### config.mk
export PLATFORM = sky130hd
export DESIGN_NAME = btn_event_arbiter
export DESIGN_NICKNAME = d
export VERILOG_FILES = /design/src/rtl/btn_event_pkg.sv /design/src/rtl/btn_debounce.sv /design/src/rtl/btn_event_arbiter.sv
export SDC_FILE = /design/constraint.sdc
export NUM_CORES = 1
export LEC_CHECK = 0
export ABC_CLOCK_PERIOD_IN_PS = 3700
export CAP_MARGIN = 20
export CORE_ASPECT_RATIO = 0.8
export CORE_MARGIN = 2
export CORE_UTILIZATION = 63
export DETAILED_ROUTE_END_ITERATION = 16
export PLACE_DENSITY_LB_ADDON = 0.1
export RECOVER_POWER = 100
export SLEW_MARGIN = 40
export SYNTH_ARGS = -nofsm -noshare
export SYNTH_HDL_FRONTEND = slang
export SYNTH_SLANG_ARGS = --single-unit
### constraint.sdc
create_clock -name clk_i -period 3.7 [get_ports clk_i]
set_input_delay 0.74 -clock clk_i [delete_from_list [all_inputs] [get_ports clk_i]]
set_output_delay 0.74 -clock clk_i [all_outputs]
set_load 0.05 [all_outputs]
### src/rtl/btn_event_pkg.sv
// Shared types and small helpers for the button event front-end.
package btn_event_pkg;

    typedef enum logic [1:0] {
        EVT_NONE = 2'd0,
        EVT_GO   = 2'd1,
        EVT_STOP = 2'd2,
        EVT_LOAD = 2'd3
    } evt_t;

    typedef enum logic {
        ARB_IDLE    = 1'b0,
        ARB_PRESENT = 1'b1
    } arb_state_t;

    localparam int unsigned NUM_BTN = 3;

    // Request vector layout is {load, stop, go}; load wins, go loses.
    function automatic evt_t pick_winner(input logic [NUM_BTN-1:0] req);
        if (req[2])      return EVT_LOAD;
        else if (req[1]) return EVT_STOP;
        else if (req[0]) return EVT_GO;
        else             return EVT_NONE;
    endfunction

    function automatic logic [NUM_BTN-1:0] evt_mask(input evt_t evt);
        case (evt)
            EVT_GO:   return 3'b001;
            EVT_STOP: return 3'b010;
            EVT_LOAD: return 3'b100;
            default:  return 3'b000;
        endcase
    endfunction

    function automatic logic [1:0] popcount3(input logic [NUM_BTN-1:0] v);
        return 2'(v[0]) + 2'(v[1]) + 2'(v[2]);
    endfunction

endpackage

### src/rtl/btn_debounce.sv
// One button: 2-flop synchroniser, stability counter and a one-cycle
// pulse on each rising edge of the debounced level.
module btn_debounce #(
    parameter int unsigned DEBOUNCE_CYCLES = 16
) (
    input  logic clk_i,
    input  logic rst_ni,
    input  logic raw_i,
    output logic rise_o
);

    localparam logic [15:0] LAST_CNT = 16'(DEBOUNCE_CYCLES - 1);

    logic        sync1_reg;
    logic        sync2_reg;
    logic        level_reg;
    logic        rise_reg;
    logic [15:0] cnt_reg;

    always_ff @(posedge clk_i or negedge rst_ni) begin
        if (!rst_ni) begin
            sync1_reg <= 1'b0;
            sync2_reg <= 1'b0;
            level_reg <= 1'b0;
            rise_reg  <= 1'b0;
            cnt_reg   <= '0;
        end else begin
            sync1_reg <= raw_i;
            sync2_reg <= sync1_reg;
            rise_reg  <= 1'b0;
            // Any sample agreeing with the current level restarts the count.
            if (sync2_reg == level_reg) begin
                cnt_reg <= '0;
            end else if (cnt_reg == LAST_CNT) begin
                level_reg <= sync2_reg;
                rise_reg  <= sync2_reg;
                cnt_reg   <= '0;
            end else begin
                cnt_reg <= cnt_reg + 16'd1;
            end
        end
    end

    assign rise_o = rise_reg;

endmodule

### src/rtl/btn_event_arbiter.sv
// Turns three raw buttons into single prioritised events on a
// valid/ready interface, coalescing repeat presses into a drop count.
module btn_event_arbiter
    import btn_event_pkg::*;
#(
    parameter int unsigned DEBOUNCE_CYCLES = 16,
    parameter int unsigned DROP_W          = 8
) (
    input  logic              clk_i,
    input  logic              rst_ni,
    input  logic              go_raw_i,
    input  logic              stop_raw_i,
    input  logic              load_raw_i,
    input  logic              flush_i,
    input  logic              evt_ready_i,
    output logic              evt_valid_o,
    output evt_t              evt_o,
    output logic [2:0]        pending_o,
    output logic [DROP_W-1:0] drop_cnt_o
);

    localparam int unsigned SUM_W = DROP_W + 1;

    logic [NUM_BTN-1:0] raw_vec;
    logic [NUM_BTN-1:0] rise_vec;

    assign raw_vec = {load_raw_i, stop_raw_i, go_raw_i};

    generate
        for (genvar gi = 0; gi < NUM_BTN; gi++) begin : g_btn
            btn_debounce #(
                .DEBOUNCE_CYCLES(DEBOUNCE_CYCLES)
            ) u_debounce (
                .clk_i  (clk_i),
                .rst_ni (rst_ni),
                .raw_i  (raw_vec[gi]),
                .rise_o (rise_vec[gi])
            );
        end
    endgenerate

    arb_state_t         state_reg, state_next;
    evt_t               evt_reg;
    logic [NUM_BTN-1:0] pending_reg, pending_next;
    logic [DROP_W-1:0]  drop_reg, drop_next;
    logic               handshake;
    logic [NUM_BTN-1:0] clr_mask;
    logic [NUM_BTN-1:0] dup_vec;
    logic [SUM_W-1:0]   drop_sum;

    assign handshake = (state_reg == ARB_PRESENT) && evt_ready_i;

    // State register; the winner is latched only on the IDLE->PRESENT step.
    always_ff @(posedge clk_i or negedge rst_ni) begin
        if (!rst_ni) begin
            state_reg <= ARB_IDLE;
            evt_reg   <= EVT_NONE;
        end else begin
            state_reg <= state_next;
            if (state_reg == ARB_IDLE && state_next == ARB_PRESENT) begin
                evt_reg <= pick_winner(pending_reg);
            end
        end
    end

    always_comb begin
        state_next = state_reg;
        case (state_reg)
            ARB_IDLE:    if (|pending_reg) state_next = ARB_PRESENT;
            ARB_PRESENT: if (handshake)    state_next = ARB_IDLE;
            default:     state_next = ARB_IDLE;
        endcase
        if (flush_i) state_next = ARB_IDLE;
    end

    always_comb begin
        evt_valid_o = (state_reg == ARB_PRESENT);
        evt_o       = evt_valid_o ? evt_reg : EVT_NONE;
    end

    // A handshake clear beats a same-cycle re-press of the presented button.
    always_comb begin
        clr_mask     = handshake ? evt_mask(evt_reg) : '0;
        dup_vec      = rise_vec & pending_reg;
        drop_sum     = {1'b0, drop_reg} + SUM_W'(popcount3(dup_vec));
        pending_next = (pending_reg | rise_vec) & ~clr_mask;
        drop_next    = drop_sum[SUM_W-1] ? {DROP_W{1'b1}} : drop_sum[DROP_W-1:0];
        if (flush_i) begin
            pending_next = '0;
            drop_next    = drop_reg;
        end
    end

    always_ff @(posedge clk_i or negedge rst_ni) begin
        if (!rst_ni) begin
            pending_reg <= '0;
            drop_reg    <= '0;
        end else begin
            pending_reg <= pending_next;
            drop_reg    <= drop_next;
        end
    end

    assign pending_o  = pending_reg;
    assign drop_cnt_o = drop_reg;

endmodule

# Yosys cells after proc, flatten, opt, wreduce, memory -nomap -nowiden
# Index checks and enable logic that the tools add are counted.
[totals]
word_cells = 72
inputBits = 7
output_inout_bits = 14
regBits = 74
[classes]
mux = 24
n_reduce_logical = 6
eq_ne = 9
n_bitwise = 8
n_addsub = 6
[ops]
columns = ["op", "n"]
rows = [
  ["two-way mux 16 bit", 6],
  ["adder 16 x 1 -> 16 bit (second input constant)", 3],
  ["== test 16 x 4 -> 1 bit (second input constant)", 3],
  ["two-way mux 1 bit", 10],
  ["adder 8 x 2 -> 9 bit", 1],
  ["case mux 3 bit (3 select lines)", 1],
  ["two-way mux 8 bit", 1],
  ["bitwise AND 3 bit", 2],
  ["two-way mux 2 bit", 3],
  ["two-way mux 3 bit", 2],
  ["AND reduction 2 bit", 3],
  ["== test 2 bit (second input constant)", 2],
  ["NOT 1 bit", 4],
  ["== test 1 bit", 3],
  ["NOT 3 bit", 1],
  ["bitwise OR 3 bit", 1],
  ["OR reduction 3 bit", 1],
  ["adder 1 x 1 -> 2 bit", 1],
  ["adder 2 x 1 -> 2 bit", 1],
  ["== test 2 x 1 -> 1 bit (second input constant)", 1],
  ["logical AND 1 bit", 2],
  ["case mux 1 bit (2 select lines)", 1],
]

# Logic depth before layout (Yosys ltp)
[logic_depth]
ltp_word = 6
depth_mapped = 9

# Modules after synthesis
# From an unflattened synthesis, not the netlist that was laid out.
[unflattened]
hier_cells = 331
area_unflattened_um2 = 3659.8
[by_module_without_submodules]
columns = ["module", "instances", "area_each_um2", "seq_area_each_um2", "cells_each"]
rows = [
  ["btn_debounce", 3, 960.9, 500.5, 85],
  ["btn_event_arbiter", 1, 777.0, 350.3, 76],
]

# Worst setup path before layout
# No wires, ideal clock.
[synth_path]
kind = "register to register"
start = "register pending_reg[0] (netlist: pending_o[0])"
end = "register drop_reg[6] (netlist: drop_cnt_o[6])"
arrival_time_ns = 2.667
required_ns = 3.575
path_stages_with_launch = 10
path_buffers = 0
synth_period_minus_slack_ns = 2.791
path_slack_ns = 0.909
setup_ns = 0.125
cell_sequence = "dfrtp_1 > nand2_1 > fa_1 > inv_1 > ha_1 > fa_1 > nor2b_1 > and2_0 > nand4_1 > mux2_2"
[synth_between]
elab_chain_cells = 5
[synth_lines]
columns = ["item", "line_no", "text"]
rows = [
  ["start: declaration", "btn_event_arbiter.sv:44", "logic [NUM_BTN-1:0] pending_reg, pending_next;"],
  ["start signal: assignment", "btn_event_arbiter.sv:99", "pending_reg <= pending_next;"],
  ["bitwise AND 3 bit", "btn_event_arbiter.sv:84", "dup_vec = rise_vec & pending_reg;"],
  ["adder 1 x 1 -> 2 bit", "btn_event_pkg.sv:36", "return 2'(v[0]) + 2'(v[1]) + 2'(v[2]);"],
  ["adder 2 x 1 -> 2 bit", "btn_event_pkg.sv:36", ""],
  ["adder 8 x 2 -> 9 bit", "btn_event_arbiter.sv:85", "drop_sum = {1'b0, drop_reg} + SUM_W'(popcount3(dup_vec));"],
  ["two-way mux 8 bit", "btn_event_arbiter.sv:87", "drop_next = drop_sum[SUM_W-1] ? {DROP_W{1'b1}} : drop_sum[DROP_W-1:0];"],
  ["end signal: assignment", "btn_event_arbiter.sv:100", "drop_reg <= drop_next;"],
  ["end: declaration", "btn_event_arbiter.sv:45", "logic [DROP_W-1:0] drop_reg, drop_next;"],
]
# Every way passes these cells.
# A chain may end at the register's enable or synchronous reset.

# Worst setup path in the final report
[layout_path]
start = "register pending_reg[2] (netlist: pending_o[2])"
end = "register drop_reg[6] (netlist: drop_cnt_o[6])"
[layout_between]
elab_chain_cells = 4
[layout_lines]
columns = ["item", "line_no"]
rows = [
  ["bitwise AND 3 bit", "btn_event_arbiter.sv:84"],
  ["adder 2 x 1 -> 2 bit", "btn_event_pkg.sv:36"],
  ["adder 8 x 2 -> 9 bit", "btn_event_arbiter.sv:85"],
  ["two-way mux 8 bit", "btn_event_arbiter.sv:87"],
]
# Every way passes these cells.

==> results by group <==
Floorplan
  • Core ar.: 5380 um2
  • # IOs: 21
  • Cell Rows: 24
  • Die height: 70.5 um
  • Die area: 6140 um2
  • Overall die width: 87.1 um
  • Starting density of the core: 64.7%

Clock tree
  • Clk buf depth: 2
  • Post-CTS Hold Buffers: 0
  • CTS tree: yes
  • Post-CTS Setup Bufs: 0
  • Total CTS buffers: 9
  • Htree depth: 3
  • Post-CTS Resized: 0
  • Sink Count: 74
  • Worst-path clk slew: 0.08 ns
  • Worst-skew pair later-pin latency: 0.34 ns
  • CTS root buffer: clkbuf_8

Placement
  • Gpl congestion: 0.814
  • HPWL after DPL: 3.93 mm
  • Dpl cell area: 3730 um2
  • Port-buffer cells: 20
  • Setup slack at placement: 1.10 ns

Power and ir drop
  • Switch Pwr: 337 uW
  • P_int: 1.10 mW
  • Clock power frac: 38.9%
  • Sequential Power Share: 57.9%
  • Pwr/cell area: 369 nW/um2
  • Switching fraction of total power: 23.4%
  • Combinational Power Share: 3.2%
  • Leakage: 1.73 nW
  • Maximum vdd ir drop: 0.000249 V

Layout
  • Share of post-route cells with drive strength above 1: 7.48%
  • Diode count: 0
  • Synth-to-layout area growth: 11.9%
  • Area of the multi-input gates: 1530 um2
  • Largest register FFs: 48
  • Fin nets: 370
  • Post-route cell area: 3890 um2
  • Reg area: 1850 um2
  • Fillers: 405

Worst setup path
  • Setup CP Type: flip-flop to flip-flop
  • Worst EP required: 3.93 ns
  • R2r endpoint: drop_cnt_o[6]
  • Worst Path Arrival: 2.84 ns
  • Reg2reg path depth: 9
  • Critical Path Sink Type: flip-flop
  • Setup crit start kind: flip-flop
  • R2R setup slack: 1.09 ns
  • R2R Path Start: pending_o[2]
  • CP Max Fanout: 7

STA
  • Final Max Slew Viols: 75
  • Fmax: 383 MHz
  • Tmin final: 2.61 ns
  • Endpoints failing setup: 0
  • Hold WS: 0.351 ns
  • RSZ-0062 raised after global routing: false
  • TNS Setup: 0 ns
  • Final worst path period share: 70.5%
  • Rel. slew slack: -14.5%
  • Worst-margin pin slew: 1.72 ns
  • Setup Skew: 0.00767 ns
  • Final hold viol count: 0
  • Worst Slack Setup Final: 1.09 ns

Global route
  • First-pass GRT wire length: 10.3 mm
  • Largest net degree at the start of global routing: 75
  • Remaining Overflow, GRT: 0
  • Met3 Use GR: 6.62%
  • Total Routing Usage GR: 21.3%
  • Met1 Use GR: 30.1%
  • Most Crowded Layer GR: met2
  • Met2 Resource Use GR: 31.6%
  • Number of global-route vias before repair: 2,317
  • Initial antenna violation count: 0

Worst hold path
  • Hold Path End: g_btn[0].u_debounce.sync2_reg
  • WHS Path Cells: 0
  • Worst Hold Class: flip-flop to flip-flop
  • Startpoint of the worst hold path: g_btn[0].u_debounce.sync1_reg

Logic synthesis
  • Syn. warnings: 0
  • Post-synth cell types: 36
  • Sequential share of the synthesized area: 53.2%
  • Cell taking the most area after synthesis: dfrtp_1
  • Average cell area after synthesis: 10.6 um2
  • Ys flop type: dfrtp_1
  • Synth top area share: 53.2%
  • Synthesized flop and latch total: 74
  • Syn nets: 343
  • Post-synth EDFFs: 0
  • Cells after Synth: 329
  • Ys async rst share: 100%
  • Synthesized cell area: 3480 um2
  • Largest cells by area after synthesis: dfrtp_1 (53%), xnor2_1 (9.8%), nor2_1 (6.0%)

Drt
  • Initial drt markers: 106
  • DRT Pass-1 Iters: 5
  • Drt wl/cell: 13.5 um
  • DRC violations left: 0
  • DR vias: 2,371
  • Vias per cell: 5.57
  • Routed wire length: 5.77 mm
  • Final ANT Viol Nets: 0

Run status
  • Run status: finished, violations left
  • Failing checks: capacitance limit, slew limit

Job
  • Max-cap violations: 1
synthesized netlist by cell type (4+ instances only):
cell      n
mux2_2    4
and3_1    4
xnor2_1  39
nor3_1   13
dfrtp_1  74
inv_1    16
nand2_1  20
nand4_1  10
xor2_1    8
nor2_1   56
and2_1    5
nor4_1   20
ha_1      5
nand3_1  13
area by class of cell:
class | count | share of cell area (%)
repair buffers | 20 | 5.01
inverters | 16 | 1.54
clock inverters | 5 | 0.932
multi-input cells | 235 | 39.2
well taps | 65 | 2.09
flip-flops and latches | 74 | 47.6
clock buffers | 11 | 3.63
worst max path at each step:
stage,startpoint,endpoint,cells past startpoint
after floorplan,pending_o[0],drop_cnt_o[6],9
after global placement,pending_o[2],drop_cnt_o[6],9
after detailed placement,pending_o[2],drop_cnt_o[6],9
after CTS,pending_o[2],drop_cnt_o[6],9
after global routing,pending_o[2],drop_cnt_o[6],9
final,pending_o[2],drop_cnt_o[6],9
worst max-delay path: stages (launching register included):
cell	delay (ns)
dfrtp_1	0.46
nand2_1	0.10
fa_1	0.48
inv_1	0.04
ha_1	0.21
fa_1	0.35
nor2b_1	0.14
and2_0	0.25
nand4_1	0.14
mux2_2	0.33
placed cells by master (no fill, tap or decap), types with 2 or more instances in the layout:
cell	netlist	routed
mux2i_1	2	2
and3_1	4	4
nand4_1	10	10
a21oi_1	3	3
nand2_1	20	20
fa_1	2	2
inv_1	16	16
inv_6	0	2
mux2_2	4	4
dfrtp_1	74	74
o221a_2	2	2
nand4b_1	3	3
xor2_1	8	8
nand2b_1	2	2
dlygate4sd3_1	0	18
clkbuf_8	0	10
nand4_4	3	3
a31oi_1	2	2
nor4_1	20	20
ha_1	5	5
clkinv_2	0	2
a41oi_1	2	2
o21ai_0	3	3
and2_0	1	3
xnor2_1	39	39
and2_1	5	3
nor3_1	13	13
nand3_1	13	15
nor3b_1	3	3
nor2_1	56	56
nor2b_1	3	3
metal layers:
| metal | vias to the layer above | share of wire [%] |
|---|---|---|
| met1 | 1114 | 50 |
| li1 | 1201 | - |
| met4 | 0 | 1.3 |
| met5 | - | 0 |
| met2 | 48 | 45 |
| met3 | 8 | 4.0 |
kinds of logic after synthesis:
| kind of cell | count (synthesis) | synth area share (%) |
|---|---|---|
| simple gates | 161 | 24.7 |
| flops | 74 | 53.2 |
| xor+xnor | 47 | 11.8 |
| buf+inv | 20 | 2.62 |
| compound gates | 14 | 2.84 |
| fa+ha+maj | 7 | 2.95 |
| mux | 6 | 1.87 |
through the flow:
step	cells	total power, mW	util (%)
2_1_floorplan	329	0.871	-
3_3_place_gp	410	0.897	69.3
3_5_place_dp	410	0.898	69.4
4_1_cts	426	1.46	72.7
5_1_grt	426	1.50	72.4
6_report	426	1.44	72.4
power groups by stage:
stage | Sequential [mW] | Combinational [mW] | Clock [mW]
2_1_floorplan | 0.847 | 0.0244 | 0
3_3_place_gp | 0.848 | 0.0483 | 0
3_5_place_dp | 0.849 | 0.0491 | 0
4_1_cts | 0.833 | 0.0505 | 0.581
5_1_grt | 0.835 | 0.0551 | 0.609
6_report | 0.833 | 0.0459 | 0.559
Power figures use the tool's default switching activity.
